## src/rtl/lfsr_pkg.sv

```systemverilog
// Shared LFSR definitions for the divider counters and their index decoder:
// FSM encoding, default feedback masks and the single-step next-state function.
package lfsr_pkg;

  typedef enum logic [1:0] {
    ST_IDLE   = 2'd0,
    ST_SEARCH = 2'd1,
    ST_DONE   = 2'd2
  } dec_state_t;

  localparam logic [25:0] TAPS_W26 = 26'h2000023;
  localparam logic [3:0]  TAPS_W4  = 4'hC;

  // Widths without a tabulated mask get {msb, bit0}, which keeps the map invertible.
  function automatic logic [63:0] default_taps(input int width);
    case (width)
      26:      return 64'(TAPS_W26);
      4:       return 64'(TAPS_W4);
      default: return (64'd1 << (width - 1)) | 64'd1;
    endcase
  endfunction

  function automatic logic [63:0] lfsr_next(input logic [63:0] state,
                                            input logic [63:0] taps,
                                            input int          width);
    logic [63:0] mask;
    logic        fb;
    mask = (width >= 64) ? '1 : ((64'd1 << width) - 64'd1);
    fb   = ^(state & taps);
    return {state[62:0], fb} & mask;
  endfunction

endpackage

```

## src/rtl/lfsr_index_decoder_next_state.sv

```systemverilog
// Combinational single LFSR step: feedback is the parity of the tapped bits,
// shifted in at bit 0.
module lfsr_next_state
  import lfsr_pkg::*;
#(
  parameter int               WIDTH = 26,
  parameter logic [WIDTH-1:0] TAPS  = WIDTH'(default_taps(WIDTH))
) (
  input  logic [WIDTH-1:0] state,
  output logic [WIDTH-1:0] nxt
);

  assign nxt = WIDTH'(lfsr_next(64'(state), 64'(TAPS), WIDTH));

endmodule

```

## src/rtl/lfsr_index_decoder.sv

```systemverilog
// Discrete-log decoder: finds the step index of an LFSR state by running a shadow
// LFSR from SEED. Define LFSR_DEC_STEP2_EN to test two sequence positions per cycle.
module lfsr_index_decoder
  import lfsr_pkg::*;
#(
  parameter int               WIDTH = 26,
  parameter logic [WIDTH-1:0] TAPS  = WIDTH'(default_taps(WIDTH)),
  parameter logic [WIDTH-1:0] SEED  = WIDTH'(1)
) (
  input  logic             clk,
  input  logic             rst,
  input  logic             in_valid,
  output logic             in_ready,
  input  logic [WIDTH-1:0] in_state,
  output logic             out_valid,
  input  logic             out_ready,
  output logic [WIDTH-1:0] out_index,
  output logic             out_found
);

  // Last index of a full 2^WIDTH-1 period; reaching it unmatched means not found.
  localparam logic [WIDTH-1:0] LAST_IDX = {{(WIDTH-1){1'b1}}, 1'b0};

  dec_state_t       state, state_nxt;
  logic [WIDTH-1:0] target, shadow, count, idx_q;
  logic             found_q;
  logic [WIDTH-1:0] shadow_nxt1, shadow_adv;
  logic             target_zero, hit0, at_last, search_end;

  lfsr_next_state #(.WIDTH(WIDTH), .TAPS(TAPS)) u_step1 (
    .state (shadow),
    .nxt   (shadow_nxt1)
  );

  assign target_zero = (target == '0);
  assign hit0        = (shadow == target);
  assign at_last     = (count == LAST_IDX);

`ifdef LFSR_DEC_STEP2_EN
  localparam logic [WIDTH-1:0] STEP_INC = WIDTH'(2);
  logic [WIDTH-1:0] shadow_nxt2;
  logic             hit1;

  lfsr_next_state #(.WIDTH(WIDTH), .TAPS(TAPS)) u_step2 (
    .state (shadow_nxt1),
    .nxt   (shadow_nxt2)
  );

  // At the final even index, k+1 would be past the period and is not a valid answer.
  assign hit1       = (shadow_nxt1 == target) && !at_last;
  assign shadow_adv = shadow_nxt2;
  assign search_end = target_zero | hit0 | hit1 | at_last;
`else
  localparam logic [WIDTH-1:0] STEP_INC = WIDTH'(1);
  assign shadow_adv = shadow_nxt1;
  assign search_end = target_zero | hit0 | at_last;
`endif

  always_ff @(posedge clk) begin
    if (rst) state <= ST_IDLE;
    else     state <= state_nxt;
  end

  always_comb begin
    state_nxt = state;
    case (state)
      ST_IDLE:   if (in_valid)   state_nxt = ST_SEARCH;
      ST_SEARCH: if (search_end) state_nxt = ST_DONE;
      ST_DONE:   if (out_ready)  state_nxt = ST_IDLE;
      default:                   state_nxt = ST_IDLE;
    endcase
  end

  always_comb begin
    in_ready  = (state == ST_IDLE);
    out_valid = (state == ST_DONE);
    out_index = idx_q;
    out_found = found_q;
  end

  // A zero target is resolved in the first search cycle, before any shadow compare,
  // so it can never be reported as found even with degenerate taps.
  always_ff @(posedge clk) begin
    if (rst) begin
      target  <= '0;
      shadow  <= '0;
      count   <= '0;
      idx_q   <= '0;
      found_q <= 1'b0;
    end else begin
      case (state)
        ST_IDLE: begin
          if (in_valid) begin
            target  <= in_state;
            shadow  <= SEED;
            count   <= '0;
            idx_q   <= '0;
            found_q <= 1'b0;
          end
        end
        ST_SEARCH: begin
          if (target_zero) begin
            idx_q   <= '0;
            found_q <= 1'b0;
          end else if (hit0) begin
            idx_q   <= count;
            found_q <= 1'b1;
`ifdef LFSR_DEC_STEP2_EN
          end else if (hit1) begin
            idx_q   <= count + WIDTH'(1);
            found_q <= 1'b1;
`endif
          end else if (at_last) begin
            idx_q   <= '0;
            found_q <= 1'b0;
          end else begin
            shadow <= shadow_adv;
            count  <= count + STEP_INC;
          end
        end
        default: ;
      endcase
    end
  end

endmodule

```

## config.mk

```make
export PLATFORM = sky130hd
export DESIGN_NAME = lfsr_index_decoder
export DESIGN_NICKNAME = d
export VERILOG_FILES = /design/src/rtl/lfsr_pkg.sv /design/src/rtl/lfsr_index_decoder_next_state.sv /design/src/rtl/lfsr_index_decoder.sv
export SDC_FILE = /design/constraint.sdc
export NUM_CORES = 1
export LEC_CHECK = 0
export BUFFER_PORTS_ARGS = -buffer_cell sky130_fd_sc_hd__buf_4
export CORE_MARGIN = 2
export CORE_UTILIZATION = 49
export CTS_CLUSTER_DIAMETER = 100
export DETAILED_ROUTE_END_ITERATION = 6
export PLACE_DENSITY = 0.74
export SKIP_LAST_GASP = 1
export SYNTH_ARGS = -nofsm -noshare
export SYNTH_HDL_FRONTEND = slang
export SYNTH_HIERARCHICAL = 1
export SYNTH_SLANG_ARGS = --single-unit
```

## constraint.sdc

```tcl
create_clock -name clk -period 2.4 [get_ports clk]
set_input_delay 0.12 -clock clk [delete_from_list [all_inputs] [get_ports clk]]
set_output_delay 0.12 -clock clk [all_outputs]
set_load 0.02 [all_outputs]
```

# ---- Yosys cells after proc, flatten, opt, wreduce, memory -nomap -nowiden
# Index checks and enable logic that the tools add are counted.
dict set report word_totals {
  regBits 107
  latch_bits 0
  ram_bits 0
  rom_bits 0
  inputBits 30
  output_inout_bits 29
  word_cells 51
  mem_count 0
}
dict set report op_classes {
  add_sub_neg 1
  mul 0
  n_div 0
  magnitude_cmp 0
  eq_ne 11
  n_shift 0
  mux 23
  bitwise_logic 2
  n_reduce_logical 8
}
# operator n
set ops {}
lappend ops {{26-bit 2-to-1 mux} 11}
lappend ops {{26-bit one-hot mux with 2 select lines} 3}
lappend ops {{64-bit parity} 1}
lappend ops {{26-bit by 1-bit adder with 26-bit output (second input constant)} 1}
lappend ops {{26-bit == test} 1}
lappend ops {{26-bit == test (second input constant)} 1}
lappend ops {{26-bit zero test} 1}
lappend ops {{2-bit != test (second input constant)} 5}
lappend ops {{2-bit 2-to-1 mux} 3}
lappend ops {{2-bit one-hot mux with 3 select lines} 1}
lappend ops {{3-bit AND reduction} 2}
lappend ops {{5-bit AND reduction} 1}
lappend ops {{1-bit 2-to-1 mux} 4}
lappend ops {{4-bit != test (second input constant)} 1}
lappend ops {{2-bit by 1-bit == test with 1-bit output (second input constant)} 1}
lappend ops {{2-bit == test (second input constant)} 1}
lappend ops {{2-bit zero test} 1}
lappend ops {{2-bit by 1-bit != test with 1-bit output (second input constant)} 1}
lappend ops {{1-bit bitwise OR} 2}
lappend ops {{1-bit one-hot mux with 2 select lines} 1}
lappend ops {{2-bit AND reduction} 1}
lappend ops {{2-bit nonzero test} 1}

# ---- Depth between registers and ports, before layout
dict set report logic_depth {
  depth_word 5
  mapped_depth 9
  mapped_depth_nobuf 7
}

# ---- Hierarchy
# The synthesis kept the hierarchy.
# mod n_inst cells_per_inst area_per_inst_um2 seq_area_each_um2
set modules_own_cells {}
lappend modules_own_cells {lfsr_index_decoder 1 584 4931.0 2142.1}
lappend modules_own_cells {lfsr_next_state 1 28 214.0 0.0}

# ---- Worst setup path after synthesis
# OpenSTA, ideal clock, no wires.
dict set report synth_path {
  path_kind {register to register}
  start {register shadow[5]}
  end {register idx_q[13], in the netlist out_index[13]}
  setup_ns 0.117
  t_arrival_ns 1.844
  required_time_ns 2.283
  setup_slack_ns 0.438
  stages_incl_launch_ff 8
  n_path_buf 1
  synth_period_minus_slack_ns 1.962
  path_cell_list {dfxtp_1 -> xor2_1 -> nor4_1 -> nand2_1 -> or3_4 -> a211oi_4 -> buf_6 -> o2bb2ai_1}
}
dict set report synth_via {
  elab_chain_cells 4
  word_cells_on_any_way 6
  cone_classes {2 x eq/ne; 3 x mux; 1 x reduce/logical}
}
# element line
set synth_rtl {}
lappend synth_rtl {{from (decl)} lfsr_index_decoder.sv:25} ;# logic [WIDTH-1:0] target, shadow, count, idx_q;
lappend synth_rtl {{from (signal assigned)} lfsr_index_decoder.sv:117} ;# shadow <= shadow_adv;
lappend synth_rtl {{26-bit == test (*)} lfsr_index_decoder.sv:36} ;# assign hit0 = (shadow == target);
lappend synth_rtl {{26-bit 2-to-1 mux} lfsr_index_decoder.sv:105} ;# end else if (hit0) begin
lappend synth_rtl {{26-bit 2-to-1 mux} lfsr_index_decoder.sv:102} ;# if (target_zero) begin
lappend synth_rtl {{26-bit one-hot mux with 2 select lines} lfsr_index_decoder.sv:91} ;# case (state)
lappend synth_rtl {{to (signal assigned)} lfsr_index_decoder.sv:106} ;# idx_q <= count;
lappend synth_rtl {{to (decl)} lfsr_index_decoder.sv:25}
# Mark *: on every way between the ends. The rest lies on a longest branch, timed or not.
# A chain may end at the register's enable or synchronous reset.

# ---- Worst setup path in the final report
dict set report layout_path {
  start {register shadow[9]}
  end {register count[10]}
}
dict set report layout_via {
  elab_chain_cells 3
}
# element line
set layout_rtl {}
lappend layout_rtl {{26-bit == test} lfsr_index_decoder.sv:36}
lappend layout_rtl {{2-bit != test (no line)} --}
lappend layout_rtl {{5-bit AND reduction (no line)} --}
lappend layout_rtl {{to (signal assigned)} lfsr_index_decoder.sv:118} ;# count <= count + STEP_INC;
lappend layout_rtl {{to (decl)} lfsr_index_decoder.sv:25}
# No other way between the ends.

==> results.rst <==
.. list-table::
   :header-rows: 1

   * - Metric
     - Value
   * - Hold Vio Cnt, Final
     - 0
   * - Number of nets in the finished design
     - ~700
   * - Worst endpoint required time
     - between 2000 and 3000 ps
   * - Final design utilization
     - roughly three fifths
   * - Worst-margin pin slew
     - around 610 ps
   * - Number of enable flip-flop cells after synthesis
     - 0
   * - Kind of end point of the critical path
     - register
   * - Cell-internal power
     - 2572 uW
   * - Unrepaired setup endpoints after global routing
     - false
   * - Initial antenna violation count
     - 0
   * - Min Clock Period, post-route
     - around 2200 ps
   * - Syn Nets
     - 644
   * - Seq/Total Area, Yosys
     - between 40% and 50%
   * - Placed Instances
     - 771
   * - Most frequent CP cell
     - sky130_fd_sc_hd__buf_4
   * - Final Instance Count excl. Fillers
     - between 800 and 900
   * - Max stage delay on crit path
     - around 420 ps
   * - Switching power of the nets
     - 1071 uW
   * - Number of synthesized register bits
     - approximately 110
   * - Cell Rows
     - 37
   * - Initial standard-cell utilization of the core
     - 50.06%
   * - Classification of the worst setup path
     - reg2reg
   * - Die extent in y
     - 106.5 um
   * - Share of total power in combinational logic
     - between 10% and 20%
   * - Clock slew at the register clock pins of the worst setup and hold paths
     - approximately 100 ps
   * - Reported leakage power
     - 0.002220 uW
   * - Number of buffers inserted by port buffering
     - between 50 and 60
   * - Final Power
     - 3642 uW
   * - Core area
     - ~0.010 sq mm
   * - Post-route standard cell area excluding fillers
     - 0.006092 sq mm
   * - CTS H-tree depth
     - 3
   * - Post-Synthesis Cell Area
     - ~0.0051 sq mm
   * - Clock Tree Buf Depth
     - 2
   * - Leading cell types in the layout, fill and taps excluded
     - 109 x sky130_fd_sc_hd__nand2_1, 107 x sky130_fd_sc_hd__dfxtp_1, 97 x sky130_fd_sc_hd__buf_4, 54 x sky130_fd_sc_hd__a21oi_1, 45 x sky130_fd_sc_hd__nand4_1
   * - Aggregate global-route resource usage
     - about a quarter
   * - Proportion of total power due to net switching
     - between 20% and 30%
   * - Antenna-violating nets left
     - 0
   * - Number of warnings reported in the yosys synthesis log
     - 6
   * - Number of buffers added by the clock tree synthesis step
     - 9
   * - Number of distinct library cells after synthesis
     - 51
   * - Global-route wire length before repair
     - about 22 mm
   * - Total placed instance area
     - 0.005663 sq mm
   * - Final Slew Violations
     - 0
   * - Routability congestion estimate
     - between 0.8 and 0.9
   * - Fmax
     - about 450 MHz
   * - Floorplan die width
     - between 100 and 150 um
   * - Hold Crit Class
     - in2reg
   * - Area enclosed by the die boundary
     - 0.01134 sq mm
   * - Sink count of the clock tree
     - around 110
   * - Final Setup Violations
     - 0
   * - Ratio of cells with drive above 1 in the final layout
     - between 10% and 20%
   * - Worst-path cell chain
     - xor2_1 -> nor4_1 -> nand4_1 -> or3_4 -> buf_4 -> a21oi_1 -> buf_4 -> o211ai_1
   * - Maximum ir drop on the vdd rail
     - approximately 0.39 mV
   * - Pin count of the biggest net entering global routing
     - between 40 and 50
   * - Via-per-instance ratio
     - about 6.0
   * - Diodes inserted
     - 0
   * - Detailed-route via count
     - between 4,000 and 5,000
   * - Number of global-route vias before repair
     - 4,692
   * - Most common flop cell mapped by yosys
     - sky130_fd_sc_hd__dfxtp_1
   * - I/O pin count
     - 59
   * - Arrival time worst endpoint
     - ~2500 ps
   * - Slowest CP cell
     - sky130_fd_sc_hd__or3_4
   * - Relative slew margins
     - ~60%
   * - Number of DRC violations after detailed-routing iteration 0
     - 335
   * - Part of the total power dissipated in sequential elements
     - between 50% and 60%
   * - Outcome
     - finished clean
   * - Area added between synthesis and finish
     - 18.41%
   * - Biggest fanout along the worst timing path
     - 9
   * - Congestion Overflow GR
     - 0
   * - Post-synthesis instance total
     - 612
   * - Pwr/cell area
     - roughly 600 mW/mm^2
   * - Worst Clk Skew
     - roughly 12 ps
   * - Proportion of power drawn by the clock network
     - 30.4%
   * - Avg Synthesized Cell Area
     - ~8.4 sq um
   * - Final TNS setup
     - 0 ps
   * - Fraction of the cycle the final worst path needs
     - between 90% and 100%
   * - TritonRoute pass-1 iters
     - 5
   * - Source-to-sink clock delay at the later pin of the worst-skew pair
     - ~370 ps
   * - DRC
     - 0
   * - Wire per inst
     - between 15 and 20 um
   * - Drt total wl
     - roughly 13 mm
   * - Share of flip-flops with an asynchronous set or reset
     - 0%
   * - Startpoint types
     - register
   * - DPL Wire Length
     - 8.728 mm
   * - Max-cap viol count
     - 0
   * - Clock tree root driver cell
     - sky130_fd_sc_hd__clkbuf_8
   * - TritonCTS clock tree
     - built
   * - Fill cell instance count of the final layout
     - approximately 930
   * - Most common cell after layout, fill and taps aside
     - sky130_fd_sc_hd__nand2_1
state kept, by name, summed over array words and instances, names as in the netlist:
signal     cells
state          2
count         26
shadow        26
target        26
out_found      1
out_index     26
layout make-up:
| cell class | count | area (sq um) | share of cell area (%) |
|---|---|---|---|
| flip-flops and latches | 107 | 2142 | 35.16 |
| clock buffers | 12 | 145.1 | 2.382 |
| clock inverters | 4 | 50.05 | 0.8215 |
| multi-input cells | 424 | 2567 | 42.14 |
| repair buffers | 122 | 998.5 | 16.39 |
| inverters | 5 | 18.77 | 0.3081 |
| well taps | 136 | 170.2 | 2.793 |
cells in the mapped netlist (6+ instances only):
library cell                number  area share (%)
sky130_fd_sc_hd__or4_1           6            0.88
sky130_fd_sc_hd__buf_4          25             3.6
sky130_fd_sc_hd__nand4_1        45             5.5
sky130_fd_sc_hd__nor3_1         10            0.97
sky130_fd_sc_hd__nand3_1        10            0.97
sky130_fd_sc_hd__xnor2_1         6             1.0
sky130_fd_sc_hd__clkbuf_1       22             1.6
sky130_fd_sc_hd__buf_2          17             1.7
sky130_fd_sc_hd__xor2_1         23             3.9
sky130_fd_sc_hd__or3_1           8            0.97
sky130_fd_sc_hd__dfxtp_1       107              42
sky130_fd_sc_hd__nor4_1         15             1.8
sky130_fd_sc_hd__a31oi_1         6            0.73
sky130_fd_sc_hd__o21ai_0         8            0.78
sky130_fd_sc_hd__o2bb2ai_1      26             4.4
sky130_fd_sc_hd__nor2_1         12            0.88
sky130_fd_sc_hd__o211ai_1       32             4.7
sky130_fd_sc_hd__nand2_1       109             8.0
sky130_fd_sc_hd__buf_1           7            0.51
sky130_fd_sc_hd__a21oi_1        55             5.4
power groups by stage:
| stage | combinational, uW | clock, uW | sequential [uW] |
|---|---|---|---|
| after CTS | 653 | 1130 | 1870 |
| after detailed placement | 622 | 0 | 1910 |
| after global routing | 726 | 1200 | 1870 |
| final | 667 | 1110 | 1870 |
| after floorplan | 411 | 0 | 1900 |
| after global placement | 609 | 0 | 1910 |
routing by layer:
metal,up-vias,track usage (%),part of all wire [%]
met5,-,0,0
met4,0,9.647,1.9
met3,30,3.924,6.7
met2,218,40.84,49
met1,2259,30.72,43
li1,2335,-,-
final timing paths:
kind | slack (ps) | cells past startpoint | from | end
setup reg to reg | 200 | 8 | shadow[9] | count[10]
setup / recovery | 200 | 8 | shadow[9] | count[10]
hold / removal | 20 | 3 | in_state[25] | target[25]
hold reg to reg | 470 | 2 | out_index[4] | out_index[4]
metrics by stage:
step	worst slack, ps	hold WS, ps
after floorplan	438.5	256.0
after global placement	235.1	366.5
after detailed placement	121.1	375.6
after CTS	126.0	8.195
after global routing	88.65	22.09
final	201.0	15.72
worst max-delay path, delay by kind of cell (launching register included):
family	cells	cell delay, ps
and+or+nand+nor	3	960
DFF	1	350
buffers and inverters	2	350
AOI/OAI and AO/OA	2	240
xor gates and xnor gates	1	180
repair_timing:
| action | in CTS | in global routing |
|---|---|---|
| endpoints found under the hold margin | 23 | 0 |
| setup endpoints to repair | 0 | 8 |
| gates resized for setup | 0 | 2 |
| buffers inserted | 0 | 0 |
| hold buffers | 23 | 0 |
logic make-up (layout without fill, tap and decap cells):
group	Yosys count	count (layout)	share of synthesized area, %
simple gates	235	235	23.01
compound gates	153	153	20.21
flops	107	107	41.63
buf+inv	81	143	8.755
xor+xnor	29	29	4.937
mux	5	5	0.9728
fa+ha+maj	2	2	0.4863
No activity file was read; power rests on OpenSTA's default activity.
